--- src/rtl/dmem_mmio_responder.sv ---
// Data-memory responder for a single-cycle CPU: word RAM plus LED and timer registers.
// Reads are combinational (zero latency); writes commit on the rising edge; no backpressure.
module dmem_mmio_responder #(
    parameter int DEPTH = 64
) (
    input  logic        clk,
    input  logic        reset,
    input  logic        memwrite,
    input  logic [31:0] aluout,
    input  logic [31:0] writedata,
    output logic [31:0] readdata,
    output logic [15:0] leds,
    output logic        irq
);

    localparam int AW = $clog2(DEPTH);

    localparam logic [31:0] A_LED    = 32'hFFFF_0000;
    localparam logic [31:0] A_COUNT  = 32'hFFFF_0004;
    localparam logic [31:0] A_CMP    = 32'hFFFF_0008;
    localparam logic [31:0] A_STATUS = 32'hFFFF_000C;

    logic [31:0]   r_mem [DEPTH];
    logic [15:0]   r_led;
    logic [31:0]   r_count;
    logic [31:0]   r_cmp;
    logic          r_match;
    logic          r_en;
    logic          r_ien;

    logic          w_ram_sel;
    logic [AW-1:0] w_idx;
    logic          w_wr_led;
    logic          w_wr_count;
    logic          w_wr_cmp;
    logic          w_wr_status;
    logic          w_hit;
    logic [31:0]   w_count_nxt;
    logic          w_match_nxt;

    assign w_ram_sel   = (aluout[31:AW+2] == '0);
    assign w_idx       = aluout[AW+1:2];
    assign w_wr_led    = memwrite && (aluout == A_LED);
    assign w_wr_count  = memwrite && (aluout == A_COUNT);
    assign w_wr_cmp    = memwrite && (aluout == A_CMP);
    assign w_wr_status = memwrite && (aluout == A_STATUS);
    assign w_hit       = r_en && (r_count == r_cmp);

    // CPU writes to COUNT beat the timer; a match event beats a W1C on MATCH.
    always_comb begin
        w_count_nxt = r_count;
        if (w_wr_count)
            w_count_nxt = writedata;
        else if (w_hit)
            w_count_nxt = '0;
        else if (r_en)
            w_count_nxt = r_count + 32'd1;

        w_match_nxt = r_match;
        if (w_hit)
            w_match_nxt = 1'b1;
        else if (w_wr_status && writedata[0])
            w_match_nxt = 1'b0;
    end

    always_ff @(posedge clk) begin
        if (!reset) begin
            r_led   <= '0;
            r_count <= '0;
            r_cmp   <= '0;
            r_match <= 1'b0;
            r_en    <= 1'b0;
            r_ien   <= 1'b0;
        end else begin
            r_count <= w_count_nxt;
            r_match <= w_match_nxt;
            if (w_wr_led)
                r_led <= writedata[15:0];
            if (w_wr_cmp)
                r_cmp <= writedata;
            if (w_wr_status) begin
                r_en  <= writedata[1];
                r_ien <= writedata[2];
            end
        end
    end

    // RAM keeps its contents through reset; only the write is suppressed.
    always_ff @(posedge clk) begin
        if (reset && memwrite && w_ram_sel)
            r_mem[w_idx] <= writedata;
    end

    always_comb begin
        readdata = '0;
        if (w_ram_sel) begin
            readdata = r_mem[w_idx];
        end else begin
            case (aluout)
                A_LED:    readdata = {16'h0, r_led};
                A_COUNT:  readdata = r_count;
                A_CMP:    readdata = r_cmp;
                A_STATUS: readdata = {29'h0, r_ien, r_en, r_match};
                default:  readdata = '0;
            endcase
        end
    end

    assign leds = r_led;
    assign irq  = r_match & r_ien;

endmodule

--- config.mk ---
export PLATFORM = sky130hd
export DESIGN_NAME = dmem_mmio_responder
export DESIGN_NICKNAME = d
export VERILOG_FILES = /design/src/rtl/dmem_mmio_responder.sv
export SDC_FILE = /design/constraint.sdc
export NUM_CORES = 2
export LEC_CHECK = 0
export ABC_CLOCK_PERIOD_IN_PS = 12700
export CAP_MARGIN = 20
export CORE_UTILIZATION = 68
export DETAILED_ROUTE_END_ITERATION = 6
export DONT_BUFFER_PORTS = 1
export PLACE_DENSITY = 0.82
export SLEW_MARGIN = 20
export SYNTH_ARGS = -nofsm -noshare
export SYNTH_HDL_FRONTEND = slang
export SYNTH_SLANG_ARGS = --single-unit
--- constraint.sdc ---
create_clock -name clk -period 12.7 [get_ports clk]
set_input_delay 2.54 -clock clk [delete_from_list [all_inputs] [get_ports clk]]
set_output_delay 2.54 -clock clk [all_outputs]
set_load 0.02 [all_outputs]
### Word-level counts from Yosys, hierarchy flattened

Memory sizes are Yosys's and may differ from the RTL's.
Index checks and enable logic that the tools add are counted.

* register bits: 83
* word-level logic and storage cells: 34
* memories kept: 1
* output and inout bits: 49
* bits in writable memories: 2048

* mux-type cells: 9
* reductions and logical operators: 11
* add/sub/neg operators: 1
* equal/unequal tests: 5
* bitwise gates (word level): 1

Memory list
* r_mem: words 64, width 32, rd ports 1, clocked after Yosys merged registers in 0, wr ports 1, line 23 `logic [31:0] r_mem [DEPTH];`

Operator list (count)
* == test 32 bit (second input constant): 4
* two-way mux 32 bit: 4
* one-hot mux 32 bit (4 select lines): 1
* adder 32 x 1 -> 32 bit (second input constant): 1
* == test 32 bit: 1
* zero test 24 bit: 1
* logical AND 1 bit: 8
* two-way mux 1 bit: 4
* nonzero test 3 bit: 1
* nonzero test 2 bit: 1
* AND 1 bit: 1

### Depth between registers and ports, before layout

* word-level depth: 5
* depth in mapped cells: 12
* mapped depth without buffers: 8

### Worst setup path before layout

Ideal clock, no wire load.

* kind: input to output
* start point: input aluout[2]
* end point: output readdata[11]
* data required time: 10160 ps
* stages on the path: 10
* setup slack: 5345 ps
* arrival: 4815 ps
* cells stage by stage: buf_2 > buf_4 > buf_4 > buf_2 > buf_2 > mux4_2 > mux2i_1 > o22ai_1 > o21ai_0 > o221ai_1

* cells in the longest elaborated chain, start to end: 3
* elaborated cells between the ends (all ways): 7

Ends and longest elaborated chain
* from (decl): line 9 `input logic [31:0] aluout,`
* parallel branches: the longest is 2 deep, another holds memory (64 x 32 bit)
* two-way mux 32 bit (*): line 96 `if (w_ram_sel) begin`
* to (decl): line 11 `output logic [31:0] readdata,`

Mark *: on every way between the ends.

### Final worst setup path

* start point: input aluout[2]
* end point: output readdata[25]

Same word-level chain as after synthesis.

==> out/qor.csv <==
stage,metric,value,unit
die,num_rows,128,
critical_path,crit_fanout,503,
yosys,netlist_area,83400,µm²
clock_tree,clkTransAtPathRegs,0.07,ns
global_route,grt_max_degree,555,
yosys,ys_async_sr_fraction,0,
clock_tree,cts_tree,built,
layout,synthToLayoutAreaGrowth,9.95,%
die,io_pins,116,
sta,fin_crit,10.10,ns
sta,hold_violations,0,
global_route,antenna_found_initial,14,
yosys,synth_top_area_frac,0.737,
sta,max_freq,99.0,MHz
clock_tree,cts.sinks,2131,
power,leakage,28.3,nW
routing,firstDrtPassIters,7,
die,initial_utilization,0.685,
sta,setup-tns-final,0,ns
layout,fin_util,0.753,
placement,io_buffers,0,
yosys,synth.distinct_cells,75,
yosys,synth_top_area_cell,edfxtp_1,
yosys,synthFlopType,edfxtp_1,
sta,slew_headroom,-1.18,
layout,instances_no_fill,5792,
yosys,seq_area_frac_synth,0.757,
critical_path,critPathCaptureType,output pin,
routing,routed_wl,248,mm
clock_tree,cts.repair.resized,0,
placement,dp_hpwl,122,mm
placement,dp_slack,4.24,ns
critical_path,startpoint_type,input port,
critical_path,crit_top_cell,mux4_2,
yosys,synth_cells,3944,
die,die_h,352,µm
power,vdd_ir_drop_max,172,µV
global_route,grt_pass1_wl,344,mm
critical_path,crit_type,input port to output pin,
sta,drv_slew,670,
clock_tree,ctsLongestPathBuffers,3,
layout,fillers,6116,
placement,finalWeightedCongestion,0.979,
critical_path,arrival,7.56,ns
critical_path,crit_path_cell_trace,mux4_2 -> mux4_2 -> mux2_2 -> a211oi_1 -> o22ai_1,
yosys,synth-edff-count,2048,
die,die_w,352,µm
critical_path,path_buf_inv,0,
outcome,status,finished with violations,
clock_tree,post_cts_buffers,0,
sta,tightest_slew,3.27,ns
sta,rsz0062_at_grt,no,
sta,setup_viol,0,
critical_path,crit_family,multiplexers,
power,powerDensity,152,nW/µm²
routing,vias,45200,
clock_tree,clk_latency,0.84,ns
yosys,synthesis.nets,4012,
critical_path,crit_path_max_incr_delay,1.59,ns
clock_tree,cts_buffers,195,
die,die-area,124000,µm²
sta,fin_crit_sh,0.796,
clock_tree,cts_max_level,4,
power,power,14.0,mW
flow_run,max_cap_viol_count,0,
layout,final_cell_mix,"2048 x edfxtp_1, 568 x mux4_2, 199 x clkbuf_16",
placement,dp.cells,5424,
die,core,122000,µm²
sta,worst_clock_skew,0.0169,ns
layout,ff_latch_area,63200,µm²
global_route,grt.overflow.total,0,
global_route,grt_pass1_vias,45400,
yosys,syn_avg_cell_area,21.1,µm²
routing,drc,18,
routing,drt_iter0_markers,8792,
outcome,violations,"DRC, slew limit",
yosys,ys_seq_elements,2131,
layout,drive_gt1_frac,0.243,
routing,viasPerCell,7.81,
clock_tree,cts_hold_buf,0,
hold_path,hold_class,register to register,
routing,routedWlPerCell,42.8,µm
global_route,grt_use_total,0.405,
layout,multiInputGateArea,19600,µm²
critical_path,crit_required,10.16,ns
yosys,synthTopCellsByArea,"edfxtp_1 74%, mux4_2 15%, dfxtp_1 2.0%",
layout,nets,4064,
layout,final_common_cell,edfxtp_1,
routing,antenna_left,0,
yosys,yosys_warnings,0,
sta,layout_setup_ws,2.60,ns
clock_tree,cts_root_buffer,clkbuf_16,
critical_path,crit_slowest_cell,mux4_2,
## final timing paths
check	startpoint	end	slack, ns	depth (start not counted)
setup / recovery	aluout[2]	readdata[25]	2.60	5
hold / removal	r_cmp[30]	r_cmp[30]	0.48	2
setup reg to reg	r_count[8]	r_count[23]	9.94	6
hold reg to reg	r_cmp[30]	r_cmp[30]	0.48	2
## cell families (layout without fill, tap and decap cells)
| logic type | Yosys count | after routing | share of synthesized area |
|---|---|---|---|
| adder cells (fa/ha/maj) | 1 | 1 | 0.000150 |
| other | 0 | 10 | 0 |
| XOR/XNOR | 47 | 47 | 0.00494 |
| buffers and inverters | 244 | 457 | 0.0140 |
| flip-flops | 2131 | 2131 | 0.757 |
| AND/OR/NAND/NOR | 478 | 478 | 0.0266 |
| AO/OA/AOI/OAI | 343 | 343 | 0.0277 |
| multiplexers | 700 | 700 | 0.169 |
## worst min-delay path, cell delays in order, from the launching register on
cell and delay [ns]:
dfxtp_1 0.33, nand2_1 0.06, a21boi_1 0.05
## report_power, final
group / internal (mW) / switching [mW]
clock network: 3.24 / 2.63
registers: 7.69 / 0.000587
logic: 0.231 / 0.173
## stage by stage
stage | instance area, µm² | hold slack, ns
after floorplan | 83400 | 0.452
after global placement | 85500 | 0.464
after detailed placement | 85500 | 0.471
after CTS | 91700 | 0.480
after global routing | 91700 | 0.502
final | 91700 | 0.484
## routing by layer
layer,track usage,vias up,share of wire
li1,-,16600,-
met1,0.516,22900,0.31
met2,0.622,4615,0.47
met3,0.126,1102,0.15
met4,0.243,14,0.073
met5,0,-,0.00041
## synthesized netlist by cell type (5+ instances only)
master / instances
a211oi_1: 19
xnor2_1: 9
o21a_1: 5
nor4_1: 18
o22ai_1: 41
nand2b_1: 7
dfxtp_1: 83
buf_6: 5
mux2_2: 8
clkbuf_1: 99
nor2b_1: 28
a21boi_1: 7
inv_1: 7
a21boi_0: 45
o221ai_1: 6
or3_1: 5
buf_4: 30
o31a_1: 5
a221oi_1: 8
o21ai_0: 66
nand3_1: 31
a21oi_1: 51
and3_1: 13
mux4_2: 568
xor2_1: 38
o211ai_1: 12
nor3_1: 26
nor2_1: 134
buf_1: 26
and2_1: 7
nand4_1: 17
mux2i_1: 124
a22oi_1: 23
a31oi_1: 12
buf_2: 74
edfxtp_1: 2048
nand2_1: 168
a22o_1: 11
## cell type report
class	instances	share of cell area
timing repair buffer	90	0.00737
tap	1625	0.0222
clock inverter	103	0.0106
inverter	9	0.000450
antenna	10	0.000273
sequential	2131	0.689
clock buffer	255	0.0569
multi-input combinational	1569	0.213
## flip-flops by register name, summed over array words and instances, names as in the netlist
register,cells
r_en,1
r_mem,2048
r_match,1
r_count,32
r_cmp,32
r_ien,1
leds,16
(Power assumes the default switching activity.)
